<file path="src/rtl/plate_pkg.sv">
// Shared types and constants for the plate (paddle) motion controller.
package plate_pkg;

  typedef enum logic [1:0] {
    IDLE   = 2'd0,
    HOLD   = 2'd1,
    REPEAT = 2'd2
  } plate_state_t;

  localparam logic [7:0] PLATE_TOP   = 8'hE0;
  localparam logic [7:0] PLATE_BOT   = 8'h07;
  localparam logic [7:0] PLATE_RESET = 8'h38;

  // A step toward an edge the paddle already touches is swallowed.
  function automatic logic step_blocked(input logic up, input logic [7:0] pos);
    return up ? (pos == PLATE_TOP) : (pos == PLATE_BOT);
  endfunction

endpackage

</file>
<file path="src/rtl/plate_move_fsm.sv">
// One player's button synchroniser, request decode, press/hold/repeat FSM
// and edge-limit suppression.
module plate_move_fsm
  import plate_pkg::*;
#(
  parameter int HOLD_TICKS   = 3,
  parameter int REPEAT_TICKS = 1
) (
  input  logic       clk,
  input  logic       reset,
  input  logic       btn_up,
  input  logic       btn_dn,
  input  logic       freeze,
  input  logic       tick,
  input  logic [7:0] pos,
  output logic       dir,
  output logic       move
);

  localparam int CNT_MAX = (HOLD_TICKS > REPEAT_TICKS) ? HOLD_TICKS : REPEAT_TICKS;
  localparam int CNT_W   = $clog2(CNT_MAX + 1);
  localparam logic [CNT_W-1:0] CNT_ONE    = CNT_W'(1);
  localparam logic [CNT_W-1:0] CNT_HOLD   = CNT_W'(HOLD_TICKS);
  localparam logic [CNT_W-1:0] CNT_REPEAT = CNT_W'(REPEAT_TICKS);

  logic [1:0]       up_sync;
  logic [1:0]       dn_sync;
  logic             req_up;
  logic             req_dn;
  logic             req_valid;
  plate_state_t     state;
  plate_state_t     state_n;
  logic [CNT_W-1:0] cnt;
  logic [CNT_W-1:0] cnt_n;
  logic             dir_n;
  logic             move_n;

  always_ff @(posedge clk or negedge reset) begin
    if (!reset) begin
      up_sync <= 2'b00;
      dn_sync <= 2'b00;
    end else begin
      up_sync <= {up_sync[0], btn_up};
      dn_sync <= {dn_sync[0], btn_dn};
    end
  end

  // Pressing both buttons cancels out to no request.
  assign req_up    = up_sync[1] & ~dn_sync[1];
  assign req_dn    = dn_sync[1] & ~up_sync[1];
  assign req_valid = req_up | req_dn;

  always_ff @(posedge clk or negedge reset) begin
    if (!reset) begin
      state <= IDLE;
      cnt   <= '0;
      dir   <= 1'b0;
      move  <= 1'b0;
    end else begin
      state <= state_n;
      cnt   <= cnt_n;
      dir   <= dir_n;
      move  <= move_n;
    end
  end

  always_comb begin
    state_n = state;
    cnt_n   = cnt;
    dir_n   = dir;
    move_n  = 1'b0;
    if (freeze) begin
      state_n = IDLE;
    end else begin
      case (state)
        IDLE: begin
          // First step is issued at once, not aligned to the tick.
          if (req_valid) begin
            state_n = HOLD;
            dir_n   = req_up;
            cnt_n   = CNT_HOLD;
            move_n  = ~step_blocked(req_up, pos);
          end
        end
        HOLD, REPEAT: begin
          if (!req_valid || (req_up != dir)) begin
            state_n = IDLE;
          end else if (tick) begin
            if (cnt == CNT_ONE) begin
              state_n = REPEAT;
              cnt_n   = CNT_REPEAT;
              move_n  = ~step_blocked(dir, pos);
            end else begin
              cnt_n = cnt - CNT_ONE;
            end
          end
        end
        default: state_n = IDLE;
      endcase
    end
  end

endmodule

</file>
<file path="src/rtl/plate_move_ctrl.sv">
// Two-player plate motion controller: shared step divider plus one move FSM
// per player. Define PLATE_AI_EN to drive the right player from ball_row.
module plate_move_ctrl
  import plate_pkg::*;
#(
  parameter int TICK_DIV     = 2500000,
  parameter int HOLD_TICKS   = 3,
  parameter int REPEAT_TICKS = 1
) (
  input  logic       clk,
  input  logic       reset,
  input  logic       btn_l_up,
  input  logic       btn_l_dn,
  input  logic       btn_r_up,
  input  logic       btn_r_dn,
  input  logic       freeze,
  input  logic [7:0] left_pos,
  input  logic [7:0] right_pos,
  input  logic [7:0] ball_row,
  output logic       l_dir,
  output logic       l_move,
  output logic       r_dir,
  output logic       r_move,
  output logic       step_tick
);

  localparam int DIV_W = $clog2(TICK_DIV);
  localparam logic [DIV_W-1:0] DIV_LAST = DIV_W'(TICK_DIV - 1);

  logic [DIV_W-1:0] div;
  logic             r_up_src;
  logic             r_dn_src;

  // Free-running divider; freeze deliberately does not touch it.
  always_ff @(posedge clk or negedge reset) begin
    if (!reset) begin
      div       <= '0;
      step_tick <= 1'b0;
    end else begin
      step_tick <= (div == DIV_LAST);
      div       <= (div == DIV_LAST) ? '0 : div + DIV_W'(1);
    end
  end

`ifdef PLATE_AI_EN
  // Chase the ball: bitmaps compare as integers, higher value means higher row.
  logic btn_r_unused;
  assign btn_r_unused = btn_r_up ^ btn_r_dn;
  assign r_up_src = (ball_row > right_pos);
  assign r_dn_src = ((ball_row & right_pos) == 8'h00) && (ball_row < right_pos) &&
                    (ball_row != 8'h00);
`else
  logic ball_row_unused;
  assign ball_row_unused = ^ball_row;
  assign r_up_src = btn_r_up;
  assign r_dn_src = btn_r_dn;
`endif

  plate_move_fsm #(
    .HOLD_TICKS  (HOLD_TICKS),
    .REPEAT_TICKS(REPEAT_TICKS)
  ) u_left (
    .clk   (clk),
    .reset (reset),
    .btn_up(btn_l_up),
    .btn_dn(btn_l_dn),
    .freeze(freeze),
    .tick  (step_tick),
    .pos   (left_pos),
    .dir   (l_dir),
    .move  (l_move)
  );

  plate_move_fsm #(
    .HOLD_TICKS  (HOLD_TICKS),
    .REPEAT_TICKS(REPEAT_TICKS)
  ) u_right (
    .clk   (clk),
    .reset (reset),
    .btn_up(r_up_src),
    .btn_dn(r_dn_src),
    .freeze(freeze),
    .tick  (step_tick),
    .pos   (right_pos),
    .dir   (r_dir),
    .move  (r_move)
  );

endmodule

</file>
<file path="config.mk">
export PLATFORM = sky130hd
export DESIGN_NAME = plate_move_ctrl
export DESIGN_NICKNAME = d
export VERILOG_FILES = /design/src/rtl/plate_pkg.sv /design/src/rtl/plate_move_fsm.sv /design/src/rtl/plate_move_ctrl.sv
export SDC_FILE = /design/constraint.sdc
export NUM_CORES = 1
export LEC_CHECK = 0
export CAP_MARGIN = 10
export CORE_AREA = 2 2 73 75
export DETAILED_ROUTE_END_ITERATION = 16
export DIE_AREA = 0 0 75 77
export PLACE_DENSITY = 0.73
export SLEW_MARGIN = 20
export SYNTH_ARGS = -nofsm -noshare
export SYNTH_HDL_FRONTEND = slang
export SYNTH_HIERARCHICAL = 1
export SYNTH_SLANG_ARGS = --single-unit
export TNS_END_PERCENT = 100
</file>
<file path="constraint.sdc">
create_clock -name clk -period 2 [get_ports clk]
set_clock_uncertainty 0.15 [all_clocks]
set_input_delay 0.4 -clock clk [delete_from_list [all_inputs] [get_ports clk]]
set_output_delay 0.4 -clock clk [all_outputs]
set_load 0.005 [all_outputs]
</file>
==> impl_results.md, run 1 <==
* Status: completed
* Max FO, Critical Path at 2
* Vias in the first global route at roughly 1.8k
* Fin crit period at 1.93 ns
* Data required, critical path at roughly 2.1 ns
* Syn Std Cell Area at between 2000 and 2500 um^2
* Initial DRC count at 74
* YS warnings at 6
* P&R area growth vs syn at 29.5%
* Final Net Count at 314
* Clock latency on the worst-skew pair at 0.29 ns
* Synth area leaders: dfrtp_1 47%, ha_1 6.0%, xnor2_1 5.4%, mux2i_1 3.1%, nor2_1 2.5%
* Grt met3 use at under 10%
* FF-to-FF End: u_left/move$_DFF_PN0_
* Synth Area in Adders at 6.01%
* Asr flop ratio synth at 100%
* Residual DRC at 0
* Synth Area in Simple Gates at ~24%
* Slew Limit Fails at 0
* Met1 Track Usage GR at 20.3%
* Avg Cell Area, Syn at 10.6 um^2
* Actual transition at the worst max-transition pin at 0.462 ns
* Die width at approximately 75 um
* DR vias at 1810
* Initial antenna violation count at 0
* CTS max path bufs at 2
* DIE AREA at 5780 um^2
* Final total power at around 2.1 mW
* Flops & latches, synth at 43
* CTS Root Cell: clkbuf_8
* Internal power at 1.53 mW
* TritonCTS clock tree: done
* Synth Area in Compound Gates at 8.69%
* Worst EP arrival at 2.00 ns
* Commonest cells post-synth: 43 x dfrtp_1, 15 x nor2_1, 14 x nand2_1, 14 x xnor2_1
* Most used DFF post-synth: dfrtp_1
* Hold Path Depth at 0
* Flop pwr share at just under 50%
* Cells after synthesis at 216
* CP max stage cell: or4_1
* VDD IR max at 0.411 mV
* Sequential area share after synthesis at between 40 and 50%
* Die H at 77 um
* GRT Total Usage at between 10% and 20%
* Max-cap violation count at 0
* Port Buffers at 27
* Clock Sinks at 43
* Syn_nets at 258
* Worst reg2reg startpoint: u_left/up_sync[1]$_DFF_PN0_
* Most used routing layer: met2
* Share of layout cells above drive strength 1 at 17.2%
* Clk pwr share at 33.9%
* Largest net degree at the start of global routing at 26
* Total global routing overflow at 0
* Slew margin rel. at 68.9%
* Reg2Reg Depth at 5
* Number of synthesized flops with an enable pin at 0
* Post-Route WL at 4370 um
* Worst setup SP type: flip-flop
* Initial Util at 46.0%
* DR WL/cell at 12.8 um
* Max stage delay on crit path at 0.50 ns
* Gpl congestion at between 0.7 and 0.8
* Sw Ratio at about a quarter
* Final hold vios at 0
* First-pass GRT wire length at 7600 um
* Vias per cell at 5.28
* Post-route ant nets at 0
* IO Count at 36
* XOR/XNOR share of the synthesized area at ~7.7%
* Multiplexer area fraction after synthesis at 4.05%
* Yosys top cell by area: dfrtp_1
* Cell with the most instances after synthesis: dfrtp_1
* Initial DRT Pass Iterations at 4
* Core Area at between 4000 and 5000 um^2
* Num CTS Buffers at 5
* Period utilisation layout at 96.4%
* Nature of the critical path endpoint: flip-flop
* HP Class: reg -> reg
* Global routing usage on met2 at 27.8%
* Core Rows at 26
* HPWL Detailed at between 3000 and 4000 um
* Kind of critical path: reg -> reg
* Setup WS pre-CTS at -0.155 ns
* Combinational family with the most area after synthesis: simple AND/OR/NAND/NOR gates
* RSZ-0062 raised after global routing: false
* Worst setup margin at between 0.07 and 0.08 ns
* Combinational power share at ~18%
* Pwr dens at 692 nW/um^2
* N_diodes at 0
* Hold wc startpoint: u_right/dn_sync[0]$_DFF_PN0_
* R2r setup slk at 0.07 ns
* Clock slew seen by the registers of the worst setup and hold paths at around 0.080 ns
* Share of the synthesized area in the top cell type at 47.0%
* Setup Viol. Count Final at 0
* H-tree depth at 2
* Lkg Pwr at between 1 and 1.5 nW
* Hold EP: u_right/dn_sync[1]$_DFF_PN0_
* Sw power at approximately 520 uW
* Number of distinct library cells after synthesis at 43
* Highest clock rate at roughly 520 MHz
* Worst-path cell chain: ha_1, or4_1, a41oi_1, o2111ai_1, a21oi_1
## layer usage
metal  wire [um]  vias to the layer above
li1            -                      906
met3         232                        8
met5           0                        -
met4          74                        0
met2        2100                       42
met1        1970                      854
## sequential cells by signal, indices dropped and copies added (netlist names)
name / flops
div: 22
step_tick: 1
u_left/cnt: 2
u_left/dir: 1
u_left/dn_sync: 2
u_left/move: 1
u_left/state: 2
u_left/up_sync: 2
u_right/cnt: 2
u_right/dir: 1
u_right/dn_sync: 2
u_right/move: 1
u_right/state: 2
u_right/up_sync: 2
## placed cells by master, fill, tap and decap left out, types with 6 or more instances in the layout
cell              n
mux2i_1           7
xor2_1            6
buf_4            23
xnor2_1          14
dfrtp_1          42
nor2_1           15
nor3_1            9
ha_1             11
clkbuf_8          6
clkdlybuf4s50_1  26
nand4_1           7
nand3_1           8
nand2_1          14
a21oi_1           6
inv_1            11
## critical path: cells and delay by family (launching register included)
family / cells / cell delay (ns)
adder cells (fa/ha/maj): 1 / 0.31
flip-flops: 1 / 0.37
AO/OA/AOI/OAI: 3 / 0.53
AND/OR/NAND/NOR: 1 / 0.50
## stage by stage
stage | utilization, % | cell area [um^2] | cells | hold WS [ns] | setup TNS, ns
after floorplan | - | 2300 | 216 | -0.0456 | 0
after detailed placement | 56.6 | 2820 | 334 | 0.185 | -0.319
final | 59.6 | 2960 | 343 | 0.203 | 0
after CTS | 59.2 | 2950 | 343 | 0.204 | 0
after global routing | 59.6 | 2960 | 343 | 0.210 | 0
after global placement | 56.6 | 2820 | 334 | 0.183 | -0.280
## how the worst max path moves through the flow
stage                                     start                endpoint  slack (ns)  cells after the start
global route        u_left/up_sync[1]$_DFF_PN0_   u_left/move$_DFF_PN0_       0.006                      5
CTS                            div[8]$_DFF_PN0_       div[13]$_DFF_PN0_      0.0003                      4
detailed placement                       freeze  u_right/move$_DFF_PN0_       -0.15                      5
floorplan                      div[3]$_DFF_PN0_       div[13]$_DFF_PN0_        0.04                      5
finish              u_left/up_sync[1]$_DFF_PN0_   u_left/move$_DFF_PN0_        0.07                      5
global placement                         freeze   u_left/move$_DFF_PN0_       -0.14                      5
## cell families after synthesis
logic type	Yosys count
muxes	9
adders and majority gates	11
AOI/OAI and AO/OA	29
DFF	43
xor gates and xnor gates	20
and+or+nand+nor	90
buffers and inverters	14
## power by group through the flow
stage | Combinational [mW] | Sequential (mW) | Clock [mW]
after global routing | 0.424 | 0.997 | 0.751
after detailed placement | 0.369 | 1.01 | 0
after CTS | 0.374 | 0.988 | 0.717
after global placement | 0.356 | 1.00 | 0
final | 0.370 | 0.987 | 0.695
after floorplan | 0.216 | 0.996 | 0
## what timing repair did
item / in CTS / in global routing
gates resized for setup: 0 / 3
buffers inserted: 0 / 0
hold buffers: 1 / 0
endpoints found under the setup margin: 0 / 8
hold endpoints to repair: 18 / 0
## final cells by class
cell class / instances / area (um^2)
Clock buffer: 6 / 82.6
Clock inverter: 2 / 35.0
Fill cell: 437 / 2010
Inverter: 11 / 41.3
Multi-Input combinational cell: 159 / 1170
Sequential cell: 43 / 1080
Tap cell: 70 / 87.6
Timing Repair Buffer: 52 / 468
Note: power is estimated with default switching activity, not from simulation.
==> run 2, diff against run 1 <==
--- a/config.mk
+++ b/config.mk
@@ -9,6 +9,7 @@
 export CORE_AREA = 2 2 73 75
 export DETAILED_ROUTE_END_ITERATION = 16
 export DIE_AREA = 0 0 75 77
+export GPL_TIMING_DRIVEN = 0
 export PLACE_DENSITY = 0.73
 export SLEW_MARGIN = 20
 export SYNTH_ARGS = -nofsm -noshare
==> run 2 against run 1 <==
Clock power decreased by 0.7%. Critical path depth unchanged. Utilization decreased by 0.10 points. Non-clock buffer count decreased by 9. Sequential power increased by 0.4%. Critical endpoint unchanged. Largest cell class unchanged. Largest power group unchanged.
==> impl_results.md, run 2 (synthesis gave the netlist of run 1 again) <==
* Final hold vios at 0
* Initial DRC count at 101
* Sw Ratio at 26.9%
* Top routing layer in use: met4
* Fin Hold WS at 0.203 ns
* Combinational power share at 18.2%
* Nature of the critical path endpoint: flip-flop
* Clock latency on the worst-skew pair at 0.30 ns
* Max stage delay on crit path at 0.53 ns
* DR vias at 1803
* Pwr dens at 695 nW/um^2
* Max FO, Critical Path at 7
* Commonest non-fill, non-tap cell in the layout: dfrtp_1
* Most frequent cells in the layout: 38 x dfrtp_1, 25 x clkdlybuf4s50_1, 15 x nor2_1
* Core Area at 4980 um^2
* Share of layout cells above drive strength 1 at 18.2%
* Met3 WL at 248 um
* Max-cap violation count at 0
* Worst setup margin at 0.0778 ns
* Final Net Count at 305
* Final total power at 2.06 mW
* VDD IR max at 0.553 mV
* CTS Root Cell: clkbuf_8
* Top delay family on crit path: simple AND/OR/NAND/NOR gates
* Slew margin rel. at 64.3%
* TritonCTS clock tree: done
* Die width at 75 um
* H-tree depth at 2
* RSZ-0062 raised after global routing: false
* Period utilisation layout at 96.1%
* Worst-path cell chain: ha_4, or4_1, a41oi_2, o2111ai_1, a21oi_1
* Flop pwr share at 48.2%
* HPWL Detailed at 3140 um
* Vias in the first global route at 1785
* Post-Route WL at 4750 um
* IO Count at 36
* DR WL/cell at 14.2 um
* CTS max path bufs at 2
* Met2 WL at 2320 um
* Internal power at ~1.5 mW
* Kind of critical path: reg -> reg
* Setup WS pre-CTS at -0.503 ns
* First-pass GRT wire length at about 8000 um
* Initial antenna violation count at 0
* Highest clock rate at 520 MHz
* Slew Limit Fails at 0
* Filler cell count at 428
* P&R area growth vs syn at 29.3%
* Post-layout util at slightly below 60%
* Clock slew seen by the registers of the worst setup and hold paths at 0.09 ns
* Residual DRC at 0
* CP max stage cell: or4_1
* Wl on met1 at 2120 um
* Clk pwr share at 33.6%
* Initial DRT Pass Iterations at 4
* Setup Viol. Count Final at 0
* Worst setup SP type: flip-flop
* Sw power at 552 uW
* Worst EP arrival at 2.00 ns
* Die H at slightly below 80 um
* Clock Sinks at 43
* HP Class: reg -> reg
* Total global routing overflow at 0
* Placed insts at 314
* Status: completed
* Largest Register: div
* Max reg flops at 22
* Actual transition at the worst max-transition pin at 0.536 ns
* GRT Total Usage at 17.7%
* Fin crit period at approximately 1.9 ns
* Initial Util at between 40% and 50%
* Buf/Inv on CP at 0
* N_diodes at 0
* Data required, critical path at 2.08 ns
* Num CTS Buffers at 5
* Post-route ant nets at 0
* Setup total negative slack at 0 ns
* Gpl congestion at 0.811
* Post-DP Area at approximately 2700 um^2
* DIE AREA at 5780 um^2
* Lkg Pwr at 1.22 nW
* Vias per cell at ~5.4
* Finished Layout Cells at 334
* Port Buffers at 27
* Design Area, Final at ~3000 um^2
* Largest net degree at the start of global routing at 27
* Core Rows at 26
-- run 2: cell count changes in the layout (fill, tap and decap cells not counted), sizes merged --
| cell | previous run | this run |
|---|---|---|
| buf | 25 | 15 |
| clkdlybuf4s50 | 26 | 25 |
| clkinv | 1 | 2 |
| dlygate4sd2 | 0 | 1 |
-- run 2: worst paths after layout --
check / slack [ns] / start / to / cells past startpoint
min in group asynchronous: 0.41 / reset / u_left/dir$_DFFE_PN0P_ / 2
worst max register to register: 0.08 / u_left/up_sync[1]$_DFF_PN0_ / u_left/move$_DFF_PN0_ / 5
worst max-delay path: 0.08 / u_left/up_sync[1]$_DFF_PN0_ / u_left/move$_DFF_PN0_ / 5
worst min register to register: 0.20 / u_left/up_sync[0]$_DFF_PN0_ / u_left/up_sync[1]$_DFF_PN0_ / 0
max in group asynchronous: 0.81 / reset / div[9]$_DFF_PN0_ / 3
worst min-delay path: 0.20 / u_left/up_sync[0]$_DFF_PN0_ / u_left/up_sync[1]$_DFF_PN0_ / 0
-- run 2: area by class of cell --
| cell class | instances | area (um^2) | area share (%) |
|---|---|---|---|
| Multi-Input combinational cell | 159 | 1240 | 41.9 |
| Sequential cell | 43 | 1080 | 36.6 |
| Timing Repair Buffer | 41 | 384 | 13.0 |
| Tap cell | 70 | 87.6 | 2.96 |
| Clock buffer | 5 | 68.8 | 2.33 |
| Clock inverter | 3 | 43.8 | 1.48 |
| Inverter | 11 | 41.3 | 1.40 |
| Buffer | 2 | 11.3 | 0.381 |
-- run 2: per-layer routing --
metal,up-vias,track usage (%)
met5,-,0
met4,0,3.75
met3,6,3.81
met2,41,28.9
met1,871,23.9
li1,885,-
-- run 2: worst reg2reg max path, delay by kind of cell (launching register included) --
kind,cells,cell delay (ns)
and+or+nand+nor,1,0.53
AOI/OAI and AO/OA,3,0.50
DFF,1,0.41
adders and majority gates,1,0.27
-- run 2: power by group through the flow --
stage / Combinational, mW / Clock [mW] / Sequential, mW
after floorplan: 0.216 / 0 / 0.996
after detailed placement: 0.358 / 0 / 1.01
final: 0.375 / 0.690 / 0.991
after CTS: 0.364 / 0.709 / 0.989
after global routing: 0.425 / 0.741 / 1.00
after global placement: 0.341 / 0 / 1.00
-- run 2: what timing repair did --
action	4_1_cts	5_1_grt
pin swaps	0	6
gates cloned	0	1
resized for setup	10	13
buffers inserted	7	4
hold buffers	1	0
hold endpoints to repair	17	0
setup endpoints to repair	12	12
==> run 3, diff against run 2 <==
--- a/config.mk
+++ b/config.mk
@@ -6,11 +6,11 @@
 export NUM_CORES = 1
 export LEC_CHECK = 0
 export CAP_MARGIN = 10
-export CORE_AREA = 2 2 73 75
+export CORE_AREA = 2 2 70 72
 export DETAILED_ROUTE_END_ITERATION = 16
-export DIE_AREA = 0 0 75 77
+export DIE_AREA = 0 0 72 74
 export GPL_TIMING_DRIVEN = 0
-export PLACE_DENSITY = 0.73
+export PLACE_DENSITY = 0.75
 export SLEW_MARGIN = 20
 export SYNTH_ARGS = -nofsm -noshare
 export SYNTH_HDL_FRONTEND = slang
==> constraint.sdc (replaced) <==
create_clock -name clk -period 1.9 [get_ports clk]
set_clock_uncertainty 0.15 [all_clocks]
set_input_delay 0.38 -clock clk [delete_from_list [all_inputs] [get_ports clk]]
set_output_delay 0.38 -clock clk [all_outputs]
set_load 0.005 [all_outputs]
==> run 3 against run 2 <==
The run now ends with negative setup slack left. Sequential share of layout area decreased by 1.1 points. Sequential power rose by 5%. Critical path depth increased by 2. Final cell count shrank 3.3%. Combinational power grew 16%. Register-to-register slack lost 0.08 ns. Wire length is 5.9% higher. First-iteration DRC count rose by 91%. Worst hold slack better by 0.0020 ns. Design area up 3.5%. Largest power group unchanged.
==> impl_results.md, run 3 (synthesis gave the netlist of run 1 again) <==
* N_diodes at 0
* Largest Register: div
* Post-layout util at between 60% and 70%
* GRT Total Usage at 19.2%
* Gpl congestion at 0.798
* Total global routing overflow at 0
* Share of layout cells above drive strength 1 at 23.4%
* Slew margin rel. at 60.6%
* Actual transition at the worst max-transition pin at 0.591 ns
* Largest net degree at the start of global routing at 24
* Post-Route WL at 5030 um
* Nature of the critical path endpoint: flip-flop
* Initial Util at 49.8%
* Max stage delay on crit path at ~0.38 ns
* H-tree depth at 2
* Initial antenna violation count at 0
* Final Net Count at 310
* Vias in the first global route at 1887
* Highest clock rate at 525 MHz
* Placed insts at a little under 300
* Port Buffers at 27
* Lkg Pwr at between 1 and 1.5 nW
* Post-route ant nets at 0
* Setup Viol. Count Final at 1
* Worst EP arrival at 1.99 ns
* Slew Limit Fails at 0
* Data required, critical path at 1.99 ns
* VDD IR max at about 0.45 mV
* Die H at 74 um
* IO Count at 36
* Clock Sinks at 43
* Max-cap violation count at 0
* Hold Path Depth at 0
* DR vias at between 1.5k and 2k
* CTS max path bufs at 2
* Num CTS Buffers at 5
* Sequential Area at 1090 um^2
* Period utilisation layout at 100%
* Vias per cell at 5.85
* Residual DRC at 0
* CP max stage cell: dfrtp_1
* Kind of critical path: reg -> reg
* HPWL Detailed at 3200 um
* Worst setup SP type: flip-flop
* Initial DRT Pass Iterations at 4
* Filler cell count at about 360
* Worst setup margin at -0.00327 ns
* Post-DP Area at 2660 um^2
* Core Rows at 25
* Die width at between 70 and 80 um
* Pwr dens at 757 nW/um^2
* Status: finished with violations
* Finished Layout Cells at 323
* Initial DRC count at 193
* Failing checks: negative setup slack
* Max reg flops at 22
* Max FO, Critical Path at 5
* RSZ-0062 raised after global routing: true
* P&R area growth vs syn at 33.8%
* Reg2Reg Depth at 7
* First-pass GRT wire length at a little over 8000 um
* Final hold vios at 0
* CTS Root Cell: clkbuf_8
* TritonCTS clock tree: done
* Core Area at 4600 um^2
* Clock slew seen by the registers of the worst setup and hold paths at 0.08 ns
* Most frequent cells in the layout: 35 x dfrtp_1, 25 x clkdlybuf4s50_1, 17 x buf_4
* Commonest non-fill, non-tap cell in the layout: dfrtp_1
* Clock latency on the worst-skew pair at 0.30 ns
* Setup WS pre-CTS at -0.591 ns
* Design Area, Final at 3060 um^2
* DIE AREA at 5330 um^2
* DR WL/cell at 15.6 um
* Worst-path cell chain: inv_2, ha_4, buf_4, nand2b_1, nor3b_2, mux2i_1, o21a_1
* HP Class: reg -> reg
* Fin Hold WS at 0.205 ns
* Fin crit period at 1.90 ns
* Multi-input gate area at between 1000 and 1500 um^2
[run 3: cell count changes in the layout (fill, tap and decap cells not counted), sizes merged]
cell | previous run | this run
buf | 15 | 20
clkinv | 2 | 0
bufinv | 1 | 2
clkbuf | 6 | 7
[run 3: critical path, delay by kind of cell, from the launching register on]
kind            cells  cell delay, ns
flops               1            0.38
compound gates      1            0.16
simple gates        2            0.45
buf+inv             2            0.20
fa+ha+maj           1            0.21
mux                 1            0.30
[run 3: power by group]
group	internal, mW	leakage, nW	switching, mW
Clock	0.525	0.0654	0.312
Combinational	0.238	0.672	0.198
Sequential	0.978	0.536	0.0658
Total	1.74	1.27	0.576
[run 3: final cells by class]
| type | count | area share (%) |
|---|---|---|
| Inverter | 11 | 1.35 |
| Clock inverter | 2 | 1.96 |
| Tap cell | 54 | 2.21 |
| Buffer | 2 | 0.490 |
| Sequential cell | 43 | 35.5 |
| Multi-Input combinational cell | 159 | 42.1 |
| Clock buffer | 6 | 2.37 |
| Timing Repair Buffer | 46 | 14.0 |
[run 3: through the flow]
step	setup TNS (ns)	total power, mW
after global routing	-0.237	2.43
after floorplan	-0.0837	1.28
after global placement	-37.70	1.41
after CTS	-0.174	2.29
after detailed placement	-3.72	1.44
final	-0.00327	2.32
[run 3: repair_timing]
action | 4_1_cts | 5_1_grt
hold buffers | 1 | 0
pin swaps | 1 | 14
gates resized for setup | 20 | 13
buffers inserted | 7 | 10
setup endpoints to repair | 19 | 22
endpoints found under the hold margin | 20 | 0
[run 3: layer usage]
layer | wire, um | vias to the layer above | track usage [%]
met5 | 0 | - | 0
met3 | 302 | 16 | 5.01
li1 | - | 889 | -
met4 | 137 | 0 | 7.55
met2 | 2560 | 62 | 33.7
met1 | 2030 | 922 | 22.7
[run 3: worst paths after layout]
path | start | slack [ns] | endpoint
setup / recovery | u_right/dn_sync[1]$_DFF_PN0_ | -0.003 | u_right/cnt[1]$_DFFE_PN0P_
hold / removal | u_left/up_sync[0]$_DFF_PN0_ | 0.21 | u_left/up_sync[1]$_DFF_PN0_
setup reg to reg | u_right/dn_sync[1]$_DFF_PN0_ | -0.003 | u_right/cnt[1]$_DFFE_PN0P_
hold reg to reg | u_left/up_sync[0]$_DFF_PN0_ | 0.21 | u_left/up_sync[1]$_DFF_PN0_
max in group asynchronous | reset | 0.68 | step_tick$_DFF_PN0_
min in group asynchronous | reset | 0.43 | u_left/dir$_DFFE_PN0P_
